==> src/rtl/bitsparse_term_scheduler.sv <==
// Bit-sparse term scheduler: expands a sign-magnitude (A,B) pair into
// power-of-two partial-product terms and issues up to ROWS set bits of |A|
// per cycle. Each issued A-bit occupies one row of MAG_W lanes, one lane per
// bit of |B|. Lanes whose term is zero are flagged invalid, so the PE never
// spends a cycle on a zero bit of A.
module bitsparse_term_scheduler #(
  parameter int MAG_W = 7,
  parameter int ROWS  = 2
) (
  input  logic             CLK,
  input  logic             RST,
  input  logic             IN_VALID,
  output logic             IN_READY,
  input  logic [7:0]       IN_A,
  input  logic [7:0]       IN_B,
  output logic [15:0][2:0] AExps,
  output logic [15:0]      ASigns,
  output logic [15:0][2:0] BExps,
  output logic [15:0]      BSigns,
  output logic [15:0]      IsInvalidPair,
  output logic             OUT_VALID,
  output logic             OUT_LAST
);

  localparam int LANES = 16;

  typedef enum logic {IDLE, EMIT} state_t;

  state_t                  state_q, state_d;
  logic [MAG_W-1:0]        ra_q, ra_d;
  logic [MAG_W-1:0]        bm_q, bm_d;
  logic                    sa_q, sa_d;
  logic                    sb_q, sb_d;

  logic [LANES-1:0][2:0]   a_exps_q, a_exps_d;
  logic [LANES-1:0]        a_signs_q, a_signs_d;
  logic [LANES-1:0][2:0]   b_exps_q, b_exps_d;
  logic [LANES-1:0]        b_signs_q, b_signs_d;
  logic [LANES-1:0]        inv_q, inv_d;
  logic                    out_valid_q, out_valid_d;
  logic                    out_last_q, out_last_d;

  // Row selection results for the current EMIT cycle.
  logic [MAG_W-1:0]        ra_rem;
  logic [ROWS-1:0]         row_ok;
  logic [ROWS-1:0][2:0]    row_exp;
  logic                    accept;

  // Pick the ROWS lowest set bits of ra and compute what remains afterwards.
  always_comb begin
    // NOTE: every variable gets a default before any conditional assignment,
    // otherwise synthesis infers a latch to hold its old value.
    ra_rem  = ra_q;
    row_ok  = '0;
    row_exp = '0;
    for (int r = 0; r < ROWS; r++) begin
      for (int i = 0; i < MAG_W; i++) begin
        if (!row_ok[r] && ra_rem[i]) begin
          row_ok[r]  = 1'b1;
          row_exp[r] = 3'(i);
          ra_rem[i]  = 1'b0;
        end
      end
    end
  end

  // Ready whenever the current cycle is idle or the final issue cycle of a pair;
  // depends on state only, never on IN_VALID.
  assign IN_READY = (state_q == IDLE) || (ra_rem == '0);
  assign accept   = IN_VALID && IN_READY;

  // Next-state, operand latch and next output group.
  always_comb begin
    state_d     = state_q;
    ra_d        = ra_q;
    bm_d        = bm_q;
    sa_d        = sa_q;
    sb_d        = sb_q;
    a_exps_d    = '0;
    a_signs_d   = '0;
    b_exps_d    = '0;
    b_signs_d   = '0;
    inv_d       = '1;
    out_valid_d = 1'b0;
    out_last_d  = 1'b0;

    if (state_q == EMIT) begin
      for (int r = 0; r < ROWS; r++) begin
        for (int j = 0; j < MAG_W; j++) begin
          if (row_ok[r] && bm_q[j]) begin
            a_exps_d[r*MAG_W+j]  = row_exp[r];
            b_exps_d[r*MAG_W+j]  = 3'(j);
            a_signs_d[r*MAG_W+j] = sa_q;
            b_signs_d[r*MAG_W+j] = sb_q;
            inv_d[r*MAG_W+j]     = 1'b0;
          end
        end
      end
      out_valid_d = 1'b1;
      out_last_d  = (ra_rem == '0);
      ra_d        = ra_rem;
      if (ra_rem == '0) state_d = IDLE;
    end

    // A new pair overrides the drained state; a zero pair is dropped silently.
    if (accept) begin
      ra_d    = IN_A[MAG_W-1:0];
      bm_d    = IN_B[MAG_W-1:0];
      sa_d    = IN_A[7];
      sb_d    = IN_B[7];
      state_d = (|IN_A[MAG_W-1:0] && |IN_B[MAG_W-1:0]) ? EMIT : IDLE;
    end
  end

  // State and output registers; reset yields the bubble group.
  always_ff @(posedge CLK or posedge RST) begin
    // NOTE: sequential state uses non-blocking assignments so every flop
    // samples its _d value from before this edge.
    if (RST) begin
      state_q     <= IDLE;
      ra_q        <= '0;
      bm_q        <= '0;
      sa_q        <= 1'b0;
      sb_q        <= 1'b0;
      a_exps_q    <= '0;
      a_signs_q   <= '0;
      b_exps_q    <= '0;
      b_signs_q   <= '0;
      inv_q       <= '1;
      out_valid_q <= 1'b0;
      out_last_q  <= 1'b0;
    end else begin
      state_q     <= state_d;
      ra_q        <= ra_d;
      bm_q        <= bm_d;
      sa_q        <= sa_d;
      sb_q        <= sb_d;
      a_exps_q    <= a_exps_d;
      a_signs_q   <= a_signs_d;
      b_exps_q    <= b_exps_d;
      b_signs_q   <= b_signs_d;
      inv_q       <= inv_d;
      out_valid_q <= out_valid_d;
      out_last_q  <= out_last_d;
    end
  end

  assign AExps         = a_exps_q;
  assign ASigns        = a_signs_q;
  assign BExps         = b_exps_q;
  assign BSigns        = b_signs_q;
  assign IsInvalidPair = inv_q;
  assign OUT_VALID     = out_valid_q;
  assign OUT_LAST      = out_last_q;

endmodule

==> config.mk <==
export PLATFORM = sky130hd
export DESIGN_NAME = bitsparse_term_scheduler
export DESIGN_NICKNAME = d
export VERILOG_FILES = /design/src/rtl/bitsparse_term_scheduler.sv
export SDC_FILE = /design/constraint.sdc
export NUM_CORES = 1
export LEC_CHECK = 0
export ABC_AREA = 1
export BUFFER_PORTS_ARGS = -buffer_cell sky130_fd_sc_hd__buf_2
export CORE_MARGIN = 1
export CORE_UTILIZATION = 44
export CTS_CLUSTER_DIAMETER = 100
export DETAILED_ROUTE_END_ITERATION = 10
export GPL_ROUTABILITY_DRIVEN = 0
export PLACE_DENSITY = 0.76
export SYNTH_ARGS = -nofsm -noshare
export SYNTH_HDL_FRONTEND = slang
export SYNTH_SLANG_ARGS = --single-unit
==> constraint.sdc <==
create_clock -name CLK -period 2.9 [get_ports CLK]
set_input_delay 0.145 -clock CLK [delete_from_list [all_inputs] [get_ports CLK]]
set_output_delay 0.145 -clock CLK [all_outputs]
set_load 0.005 [all_outputs]
==> impl_metrics.tcl <==
set metrics [dict create \
    grt_max_degree 67 \
    drt-total-wl_mm 9.444 \
    period_minus_slack_ps 2421 \
    drt-vias-per-instance 4.491 \
    yosys_register_bits 115 \
    fin_crit_sh_pct 83.48 \
    clk_pin_slew_ps 50 \
    cp.arrival_ps 2280 \
    start_kind "register" \
    post_drt_wl_per_cell_um 13.49 \
    io-pin-count 166 \
    vias 3144 \
    setup_viol 0 \
    grt_pass1_vias 2978 \
    clock-skew-final_ps 8.233 \
    layout-drive-gt1-share_pct 34.39 \
    diodes 0 \
    grtUsageTotal_pct 19.59 \
    ir_drop_v 0.0004418 \
    drt_pass1_iterations 4 \
    crit_type "reg2out" \
    ant_nets 0 \
    fp.coreArea_um2 9729 \
    root_buffer "clkbuf_8" \
    crit_required_ps 2760 \
    cts_tree "built" \
    synth_top_area_cell "dfrtp_1" \
    power.density_nw_per_um2 1166 \
    overflow 0 \
    fmax_mhz 413.1 \
    clockBufferDepth 2 \
    worstPathCellList "o21ai_0, nand2_1, a21oi_1, nand2_1, nor2_2, nand2_2, nand2_4, buf_2" \
    yosys.area.top_type_share_pct 57.57 \
    synth_most_common_cell "dfrtp_1" \
    synthToLayoutAreaGrowth_pct 30.41 \
    cp-end-kind "output pin" \
    rsz0062_at_grt "false" \
    seq_area_frac_synth_pct 65.94 \
    synth_edf_count 0 \
    final_area_um2 5725 \
    port_buffers 123 \
    antenna_found_initial 0 \
    remaining_drc_errors 0 \
    drv_cap 0 \
    fin_tns_setup_ps 0 \
    syn_area_um2 4390 \
    clk_latency_ps 510 \
    post-route-util_pct 58.85 \
    report.final.slew_viol_count 0 \
    synth_area_leaders "dfrtp_1 (58%), buf_4 (8.4%), dfstp_2 (8.4%), nor2_1 (7.6%), nand2_1 (4.4%)" \
    synth-async-reset-ratio_pct 100.0 \
    dieArea_um2 10380 \
    slowest_stage "dfrtp_1" \
    cp_max_fo 19 \
    synth_common_cells "dfrtp_1 (101), nor2_1 (89), nand2_1 (52)" \
    relSlewSlack_pct 21.28 \
    htreeDepth 4 \
    tightest_slew_ps 1171 \
    syn_inst 408 \
    fin_nets 573 \
    fillers 799 \
    cpPeakStageDelay_ps 450 \
    cp_common_cell "nand2_1" \
    fp-row-count 36 \
    die_x_um 101.9 \
    post_dp_cell_area_um2 4936 \
    grt_pass1_wl_mm 14.82 \
    yosysUniqueCellTypes 27 \
    dp_hpwl_mm 6.332 \
    clock-sinks 115 \
    drtIter0Drc 217 \
    status "finished, final reports clean" \
    cts-buffers-inserted 17 \
    die_h_um 101.9 \
    synth-main-ff-cell "dfrtp_1" \
    initial_utilization_pct 45.13 \
    finalHoldViolCount 0 \
    avgSynthCellArea_um2 10.76 \
    ys_warn_count 0 \
    p_leak_nw 3.278 \
    cts_resized 0 \
    min_path_type "in2reg" \
]
-- what timing repair did --
item | 4_1_cts | 5_1_grt
endpoints found under the setup margin | 0 | 0
endpoints found under the hold margin | 41 | 0
buffers inserted | 0 | 0
hold buffers | 17 | 0
-- stage by stage --
step | std cells | power (mW) | hold slack (ps) | worst slack, ps
3_5_place_dp | 651 | 4.541 | 242.4 | 906.6
2_1_floorplan | 448 | 3.770 | 270.2 | 1345
6_report | 700 | 6.675 | 93.12 | 479.1
5_1_grt | 700 | 7.130 | 99.24 | 388.2
3_3_place_gp | 651 | 4.484 | 233.5 | 960.7
4_1_cts | 700 | 6.721 | 73.16 | 517.7
-- sequential cells by signal, indices dropped and copies added (netlist names) --
signal         cells
BSigns            14
sb_q               1
sa_q               1
OUT_VALID          1
state_q            1
bm_q               7
ra_q               7
BExps             12
ASigns            14
AExps             42
OUT_LAST           1
IsInvalidPair     14
-- cell families after synthesis --
logic type / share of synthesized area [%]
compound gates: 2.223
buf+inv: 12.68
flops: 65.94
other cells: 0.1711
simple gates: 18.98
-- layer usage --
metal  up-vias  wire (um)  GRT usage (%)
li1       1452          -              -
met1      1507       3894          23.08
met2       167       4664          33.11
met3        18        746          7.319
met4         0        138          6.813
met5         -          0              0
-- power breakdown --
part           total, mW  leakage, nW  internal (mW)  switching [mW]
sequential          2.51         1.50           2.24           0.273
combinational       2.02         1.47          0.698            1.33
clock               2.14        0.306           1.46           0.675
total               6.68         3.28           4.40            2.28
-- cells in the final DEF, fill, tap and decap left out, types with 5 or more instances in the layout --
master,instances
dfstp_2,14
nand3_2,9
inv_1,36
clkbuf_16,16
a21oi_1,7
nor2_1,89
nand2_2,6
nand2_1,52
dlygate4sd3_1,17
conb_1,42
nand3_1,10
dfrtp_1,101
buf_2,123
nor2_2,5
-- worst max-delay path: cells and delay by family, from the launching register on --
| family | cells | cell delay [ps] |
|---|---|---|
| compound gates | 2 | 490 |
| buf+inv | 1 | 170 |
| flops | 1 | 450 |
| simple gates | 5 | 630 |
-- worst paths after layout --
| path | start | endpoint | slack [ps] | cells past startpoint |
|---|---|---|---|---|
| worst max-delay path | ra_q[1]$_DFFE_PP0P_ | IN_READY | 480 | 8 |
| worst min-delay path | IN_VALID | ra_q[6]$_DFFE_PP0P_ | 90 | 3 |
| worst max register to register | ra_q[1]$_DFFE_PP0P_ | AExps[11]$_DFF_PP0_ | 850 | 6 |
| worst min register to register | bm_q[0]$_DFFE_PP0P_ | bm_q[0]$_DFFE_PP0P_ | 480 | 2 |
| max in group asynchronous | RST | IsInvalidPair[9]$_DFF_PP1_ | 1880 | 4 |
| min in group asynchronous | RST | BExps[40]$_DFF_PP0_ | 260 | 3 |
-- cell type report --
cell class / instances / area (um2) / area share (%)
well taps: 133 / 166.4 / 2.906
clock buffers: 23 / 466.7 / 8.151
multi-input cells: 241 / 1089 / 19.01
repair buffers: 142 / 813.3 / 14.20
flip-flops and latches: 115 / 2895 / 50.57
clock inverters: 9 / 152.6 / 2.666
inverters: 37 / 142.6 / 2.491
(Power assumes the default switching activity.)
